==> config.mk <==
export PLATFORM = sky130hd
export DESIGN_NAME = fifo_reader
export DESIGN_NICKNAME = d
export VERILOG_FILES = /design/src/rtl/fifo_reader.sv
export SDC_FILE = /design/constraint.sdc
export NUM_CORES = 1
export LEC_CHECK = 0
export CAP_MARGIN = 25
export CORE_ASPECT_RATIO = 2
export CORE_MARGIN = 1
export CORE_UTILIZATION = 24
export CTS_CLUSTER_DIAMETER = 200
export DETAILED_ROUTE_END_ITERATION = 8
export REMOVE_ABC_BUFFERS = 1
export SETUP_SLACK_MARGIN = 0.15
export SYNTH_ARGS = -nofsm -noshare
export SYNTH_HDL_FRONTEND = slang
export SYNTH_SLANG_ARGS = --single-unit
==> constraint.sdc <==
create_clock -name clk -period 10.79 [get_ports clk]
set_input_delay 1.079 -clock clk [delete_from_list [all_inputs] [get_ports clk]]
set_output_delay 1.079 -clock clk [all_outputs]
set_load 0.03 [all_outputs]
==> src/rtl/fifo_reader.sv <==
// fifo_reader
//   Reads a burst of burst_len words from an upstream syn_fifo (1-cycle read
//   latency) and forwards them on a valid/ready stream through a 2-entry
//   output buffer, so full throughput is kept while never over-reading.
//
// Ports
//   clk, rst             clock, asynchronous active-high reset
//   start, burst_len     burst request and length (sampled in IDLE)
//   busy, done           burst in progress / one-cycle completion pulse
//   fifo_empty           upstream empty flag
//   fifo_data            upstream read data (valid one cycle after issue)
//   fifo_rd_cs/rd_en     upstream read strobes (identical)
//   out_valid/out_data   downstream word
//   out_ready            downstream accept
//   rd_count             words issued from the FIFO in the current/last burst
module fifo_reader #(
  parameter int DATA_WIDTH = 8,
  parameter int LEN_WIDTH  = 16
) (
  input  logic                  clk,
  input  logic                  rst,
  input  logic                  start,
  input  logic [LEN_WIDTH-1:0]  burst_len,
  output logic                  busy,
  output logic                  done,
  input  logic                  fifo_empty,
  input  logic [DATA_WIDTH-1:0] fifo_data,
  output logic                  fifo_rd_cs,
  output logic                  fifo_rd_en,
  output logic                  out_valid,
  output logic [DATA_WIDTH-1:0] out_data,
  input  logic                  out_ready,
  output logic [LEN_WIDTH-1:0]  rd_count
);

  typedef enum logic [1:0] {IDLE, RUN, DONE} state_t;

  state_t                state_reg;
  logic [LEN_WIDTH-1:0]  len_reg;
  logic [LEN_WIDTH-1:0]  rd_cnt_reg;
  logic [LEN_WIDTH-1:0]  dlv_cnt_reg;
  logic                  in_flight_reg;
  logic [1:0]            occ_reg;
  logic [DATA_WIDTH-1:0] buf0_reg;   // oldest entry, drives out_data
  logic [DATA_WIDTH-1:0] buf1_reg;
  logic                  busy_reg;
  logic                  done_reg;

  logic       pop;
  logic       issue;
  logic       last_pop;
  logic [2:0] pending;

  assign pop = (occ_reg != 2'd0) && out_ready;

  // Words that will sit in the buffer after this edge if nothing new is
  // issued: a pop this cycle frees a slot for a same-cycle issue.
  assign pending = {1'b0, occ_reg} + {2'b00, in_flight_reg} - {2'b00, pop};

  assign issue = (state_reg == RUN) && !fifo_empty &&
                 (rd_cnt_reg < len_reg) && (pending < 3'd2);

  assign last_pop = pop && (dlv_cnt_reg == len_reg - LEN_WIDTH'(1));

  always_ff @(posedge clk or posedge rst) begin
    if (rst) begin
      state_reg     <= IDLE;
      len_reg       <= '0;
      rd_cnt_reg    <= '0;
      dlv_cnt_reg   <= '0;
      in_flight_reg <= 1'b0;
      occ_reg       <= 2'd0;
      buf0_reg      <= '0;
      buf1_reg      <= '0;
      busy_reg      <= 1'b0;
      done_reg      <= 1'b0;
    end else begin
      // Data for an issue made on the previous edge is valid now.
      in_flight_reg <= issue;
      if (issue) rd_cnt_reg <= rd_cnt_reg + LEN_WIDTH'(1);
      if (pop) dlv_cnt_reg <= dlv_cnt_reg + LEN_WIDTH'(1);

      case ({in_flight_reg, pop})
        2'b10: begin
          if (occ_reg == 2'd0) buf0_reg <= fifo_data;
          else                 buf1_reg <= fifo_data;
          occ_reg <= occ_reg + 2'd1;
        end
        2'b01: begin
          buf0_reg <= buf1_reg;
          occ_reg  <= occ_reg - 2'd1;
        end
        2'b11: begin
          // Capture and pop together: occupancy unchanged, queue shifts.
          if (occ_reg == 2'd1) begin
            buf0_reg <= fifo_data;
          end else begin
            buf0_reg <= buf1_reg;
            buf1_reg <= fifo_data;
          end
        end
        default: ;
      endcase

      case (state_reg)
        IDLE: begin
          done_reg <= 1'b0;
          if (start) begin
            len_reg     <= burst_len;
            rd_cnt_reg  <= '0;
            dlv_cnt_reg <= '0;
            if (burst_len != '0) begin
              state_reg <= RUN;
              busy_reg  <= 1'b1;
            end else begin
              state_reg <= DONE;
              done_reg  <= 1'b1;
            end
          end
        end
        RUN: begin
          if (last_pop) begin
            state_reg <= DONE;
            busy_reg  <= 1'b0;
            done_reg  <= 1'b1;
          end
        end
        DONE: begin
          state_reg <= IDLE;
          done_reg  <= 1'b0;
        end
        default: begin
          state_reg <= IDLE;
          busy_reg  <= 1'b0;
          done_reg  <= 1'b0;
        end
      endcase
    end
  end

  assign busy       = busy_reg;
  assign done       = done_reg;
  assign fifo_rd_cs = issue;
  assign fifo_rd_en = issue;
  assign out_valid  = (occ_reg != 2'd0);
  assign out_data   = buf0_reg;
  assign rd_count   = rd_cnt_reg;

endmodule

## After elaboration in Yosys (flattened, before gate mapping)

Cells that the tools add are included.

- Bits in registers: 71
- Input port bits: 29
- Output and inout port bits: 29

- Add/subtract/negate cells: 7
- $lt $le $gt $ge: 2
- Equal/unequal tests: 13
- Mux-type cells: 25
- Bitwise gates (word level): 1
- Reduce and logical (&&, ||, !) cells: 18

Operators by type and width:

| cell | count |
|---|---|
| $mux W16 | 6 |
| $add A16 B1 Y16 const B | 2 |
| $mux W8 | 4 |
| $pmux W8 S3 | 1 |
| $eq A16 B16 Y1 | 1 |
| $lt A16 B16 Y1 | 1 |
| $pmux W8 S2 | 1 |
| $reduce_bool A16 Y1 | 1 |
| $sub A16 B1 Y16 const B | 1 |
| $ne A2 B2 Y1 const B | 6 |
| $pmux W2 S2 | 2 |
| $eq A2 B1 Y1 const B | 3 |
| $eq A2 B2 Y1 const B | 3 |
| $mux W1 | 6 |
| $mux W2 | 3 |
| $reduce_and A2 Y1 | 3 |
| $reduce_bool A2 Y1 | 3 |
| $logic_and A1 B1 Y1 | 5 |
| $logic_not A2 Y1 | 2 |
| $reduce_and A4 Y1 | 1 |
| $add A2 B1 Y3 | 1 |
| $lt A3 B2 Y1 const B | 1 |
| $pmux W1 S3 | 1 |
| $reduce_and A3 Y1 | 1 |
| other kinds (7) | 7 |

## Logic depth before layout (Yosys ltp)

- Depth after elaboration: 8
- Mapped depth: 15
- Depth with buffers taken out: 13

## Worst setup path after synthesis

OpenSTA, ideal clock, no wires.

- Path kind: input-to-output
- Start point: in out_ready
- End point: out fifo_rd_en
- Arrival time: 4.090 ns
- Path slack: 5.621 ns
- Stages: 12
- Buffers on the path: 3
- Cells stage by stage: nor2b_1 clkbuf_1 ha_1 nand2b_1 fa_1 xnor2_1 nand2_1 nor4_1 o211ai_1 a21oi_1 clkbuf_1 buf_4

- Cells in the longest elaborated chain, start to end: 4

Ends and longest elaborated chain:

| element | line | text |
|---|---|---|
| from (decl) | 32 | `input logic out_ready,` |
| $logic_and A1 B1 Y1 | 54 | `assign pop = (occ_reg != 2'd0) && out_ready;` |
| $sub A3 B1 Y3 | 58 | `assign pending = {1'b0, occ_reg} + {2'b00, in_flight_reg} - {2'b00, pop};` |
| $lt A3 B2 Y1 | 61 | `(rd_cnt_reg < len_reg) && (pending < 3'd2);` |
| $logic_and A1 B1 Y1 | 61 |  |
| to (decl) | 29 | `output logic fifo_rd_en,` |

No other way between the ends.

## Worst setup path in the final report

Ends and elaborated chain as after synthesis.

==> key figures <==
Synth
  • Synth top area share: 42.00%
  • Synth cell types: 54
  • Synth Warn #: 0
  • Post-synth top flop: dfrtp_1
  • Post-Synthesis Cells: 455
  • Part of the Yosys area used for sequential elements: 42.00%
  • Post-Syn Area: 4230 µm²
  • Mapped Avg Cell Area: 9.297 µm²
  • Top cells by area, synth: dfrtp_1 (42%), ha_1 (7.1%), nand2_1 (4.9%), xnor2_1 (4.6%), o21ai_0 (4.1%)
  • Async SR Flop Fraction: 100.0%
  • Area leader, netlist: dfrtp_1
  • Post-synth EDFFs: 0
  • Number of synthesized register bits: 71

Drt
  • Routed vias/inst: 4.849
  • DRT Pass-1 Iters: 4
  • Routed vias: 3511
  • Antenna Violating Nets Remaining: 0
  • First DRT Iteration DRCs: 223
  • DRC violations left: 0
  • Average wire per standard cell: ~15 µm
  • Detailed Route WL: around 11 mm

Worst setup path
  • Reg2Reg Depth: 13
  • CP max FO: 19
  • CP Cell Sequence: clkdlybuf4s50_1, nor2b_1, ha_1, nand2b_1, fa_1, xnor2_1, nand2_1, nor4_1, o211ai_1, a21oi_1, buf_4, clkdlybuf4s50_1
  • Crit Path Category: input pin to primary output
  • Worst Setup End Kind: primary output
  • FF-to-FF setup slack: between 6 and 7 ns
  • CP startpoint: out_ready
  • Most frequent CP cell: clkdlybuf4s50_1
  • Slowest library cell on the worst path: clkdlybuf4s50_1
  • Critical Path AT: between 4 and 5 ns
  • R2r startpoint: occ_reg[1]$_DFFE_PP0P_
  • Worst Path Required: between 9 and 10 ns
  • CP top delay family: buffers and inverters
  • CP Capture Point: fifo_rd_en
  • Levels on crit path: 12
  • Reg-to-Reg End: rd_count[4]$_DFF_PP0_
  • Crit-path max cell delay: 0.71 ns
  • Worst path buffer plus inverter count: 3
  • CP startpoint kind: input pin

Floorplanning
  • Boundary pin count: 58
  • # rows: 68
  • Die area: 18190 µm²
  • DIE WIDTH: ~96 µm
  • Initial Util: roughly a quarter
  • Core area: 17270 µm²
  • Die height: between 150 and 200 µm

Clock network
  • Clock root buffer master: clkbuf_16
  • Post-CTS Setup Inserts: 0
  • CTS tree: done
  • Num CTS Buffers: 9
  • CTS-repair resized insts: 0
  • Clock buffer depth: 2
  • CTS Sinks: 71
  • CTS Hold Bufs: 0
  • Worst skew pair latency: 0.34 ns
  • CTS H-tree lvls: 3
  • Reg clk slew, reported paths: 0.05 ns

Timing
  • Setup TNS: 0 ns
  • Slew Viols, Final: 0
  • Rel. slew slack: 37.96%
  • Final Hold Viols: 0
  • Setup ws final: 4.799 ns
  • RSZ-0062 raised after global routing: no
  • Setup violators final: 0
  • Fin crit period: 5.991 ns
  • Worst slew pin tran: 0.9305 ns
  • Crit share post-route: about 56%
  • Max Clk Rate: 0.1669 GHz
  • Setup Skew: 0.006365 ns

Global route
  • First-pass GRT wire length: 18.71 mm
  • Antenna violations before repair: 0
  • Total track usage: between 10 and 15%
  • Gr ovfl total: 0
  • Largest net degree at the start of global routing: ~70
  • Number of global-route vias before repair: 3772

Power
  • Sw power: 0.3767 mW
  • Leakage power: 2.334 nW
  • Clock power share: about 29%
  • Logic pwr share: between 30% and 40%
  • Net Sw Frac: a little over a third
  • Share of power burned in registers: 36.3%
  • Pwr Density: approximately 200 nW/µm²
  • Internal cell power: between 0.6 and 0.7 mW
  • Maximum VDD drop: 0.0001867 V
  • Power consumption: about 1.0 mW

Finish
  • # diodes: 0
  • Layout cell share with drive strength beyond 1: 7.004%
  • Filler cell count: 1792
  • P&R area growth vs syn: 25.91%
  • NumNets Final: around 560

Hold path
  • WHS Path Cells: 2
  • Hold Path Class: register to register

Placement
  • Gp weighted congestion: ~0.84
  • I/O Buffers: 57
  • Dpl ws: 4.824 ns
  • HPWL after DPL: about 8.4 mm

Job
  • Maxcap violations: 0

Status
  • Status: finished, final reports clean
[layout make-up]
class	count	area (µm²)	share of cell area, %
Clock buffer	11	252.7	4.745
Clock inverter	4	45.04	0.8457
Inverter	30	112.6	2.114
Multi-Input combinational cell	338	2271	42.64
Sequential cell	71	1777	33.36
Tap cell	210	262.8	4.933
Timing Repair Buffer	60	605.6	11.37
[layout by cell type, fill, tap and decap left out, types with 2 or more instances in the layout]
master | netlist | layout
or4_4 | 2 | 2
a21o_1 | 6 | 6
mux2i_1 | 8 | 8
a21oi_1 | 19 | 19
nor3_1 | 4 | 4
xor2_1 | 17 | 17
nand4_1 | 10 | 10
nand3_1 | 10 | 10
mux2_2 | 8 | 8
buf_4 | 1 | 2
clkbuf_8 | 0 | 2
or3_1 | 5 | 5
a41o_1 | 2 | 2
clkinv_2 | 0 | 3
nand2b_1 | 3 | 3
nor4_1 | 8 | 8
ha_1 | 24 | 24
o21ai_1 | 2 | 2
inv_2 | 1 | 2
a31oi_1 | 2 | 2
and3_1 | 7 | 7
clkbuf_16 | 0 | 9
o22ai_1 | 2 | 2
nor2b_1 | 2 | 2
nor2_1 | 37 | 37
xnor2_1 | 22 | 22
clkdlybuf4s50_1 | 0 | 57
o211ai_1 | 5 | 5
dfrtp_1 | 71 | 71
nor3b_1 | 2 | 2
a31o_1 | 4 | 4
and4_1 | 3 | 3
inv_1 | 28 | 27
a22oi_1 | 9 | 9
o21ai_0 | 35 | 35
a2111oi_0 | 4 | 4
nand2_1 | 55 | 55
a211oi_1 | 4 | 4
[synthesized netlist by cell type, drive strengths merged, types with 5 or more instances]
| cell type | instances |
|---|---|
| nand3 | 10 |
| xnor2 | 22 |
| mux2i | 8 |
| a31o | 5 |
| dfrtp | 71 |
| nand4 | 10 |
| inv | 29 |
| ha | 24 |
| nand2 | 55 |
| and3 | 7 |
| o21ai | 37 |
| nor2 | 37 |
| mux2 | 9 |
| xor2 | 17 |
| a21o | 6 |
| nor3 | 5 |
| a21oi | 19 |
| nor4 | 9 |
| clkbuf | 13 |
| or3 | 5 |
| o211ai | 5 |
| a22oi | 9 |
[per-stage QoR]
step	hold WS (ns)	std cells	area, µm²	utilization, %
floorplan	0.4645	439	4159	-
global placement	0.4712	708	5009	29.00
detailed placement	0.4929	708	5009	29.00
CTS	0.5044	723	5306	30.72
global route	0.5280	724	5326	30.84
finish	0.4983	724	5326	30.84
[cell families (layout without fill, tap and decap cells)]
kind of cell / Yosys count / after routing / share of synthesized area, %
and+or+nand+nor: 158 / 158 / 19.02
AOI/OAI and AO/OA: 99 / 99 / 14.61
adders and majority gates: 25 / 25 / 7.572
xor gates and xnor gates: 39 / 39 / 8.074
DFF: 71 / 71 / 42.00
muxes: 17 / 17 / 4.377
buffers and inverters: 46 / 105 / 4.348
[how the worst min path moves through the flow]
| stage | startpoint | to | slack, ns |
|---|---|---|---|
| 2_1_floorplan | occ_reg[0]$_DFFE_PP0P_ | occ_reg[0]$_DFFE_PP0P_ | 0.46 |
| 3_3_place_gp | out_data[6]$_DFFE_PP0P_ | out_data[6]$_DFFE_PP0P_ | 0.47 |
| 3_5_place_dp | out_data[7]$_DFFE_PP0P_ | out_data[7]$_DFFE_PP0P_ | 0.49 |
| 4_1_cts | out_data[7]$_DFFE_PP0P_ | out_data[7]$_DFFE_PP0P_ | 0.50 |
| 5_1_grt | out_data[7]$_DFFE_PP0P_ | out_data[7]$_DFFE_PP0P_ | 0.53 |
| 6_report | out_data[7]$_DFFE_PP0P_ | out_data[7]$_DFFE_PP0P_ | 0.50 |
[power by group through the flow]
stage	combinational, mW	sequential (mW)	clock [mW]
3_5_place_dp	0.367	0.384	0
2_1_floorplan	0.195	0.413	0
3_3_place_gp	0.359	0.380	0
5_1_grt	0.403	0.388	0.319
6_report	0.364	0.380	0.301
4_1_cts	0.369	0.380	0.305
[worst min-delay path, delay by kind of cell, from the launching register on]
family / cells / cell delay, ns
AO/OA/AOI/OAI: 1 / 0.06
AND/OR/NAND/NOR: 1 / 0.05
flip-flops: 1 / 0.36
[per-layer routing]
layer	GRT usage, %	vias to the layer above	wire, µm
met5	0	-	0
met3	2.558	31	330
met2	24.67	82	6218
met4	8.553	0	530
met1	13.64	1687	4002
li1	-	1711	-
No activity file was read; power rests on OpenSTA's default activity.
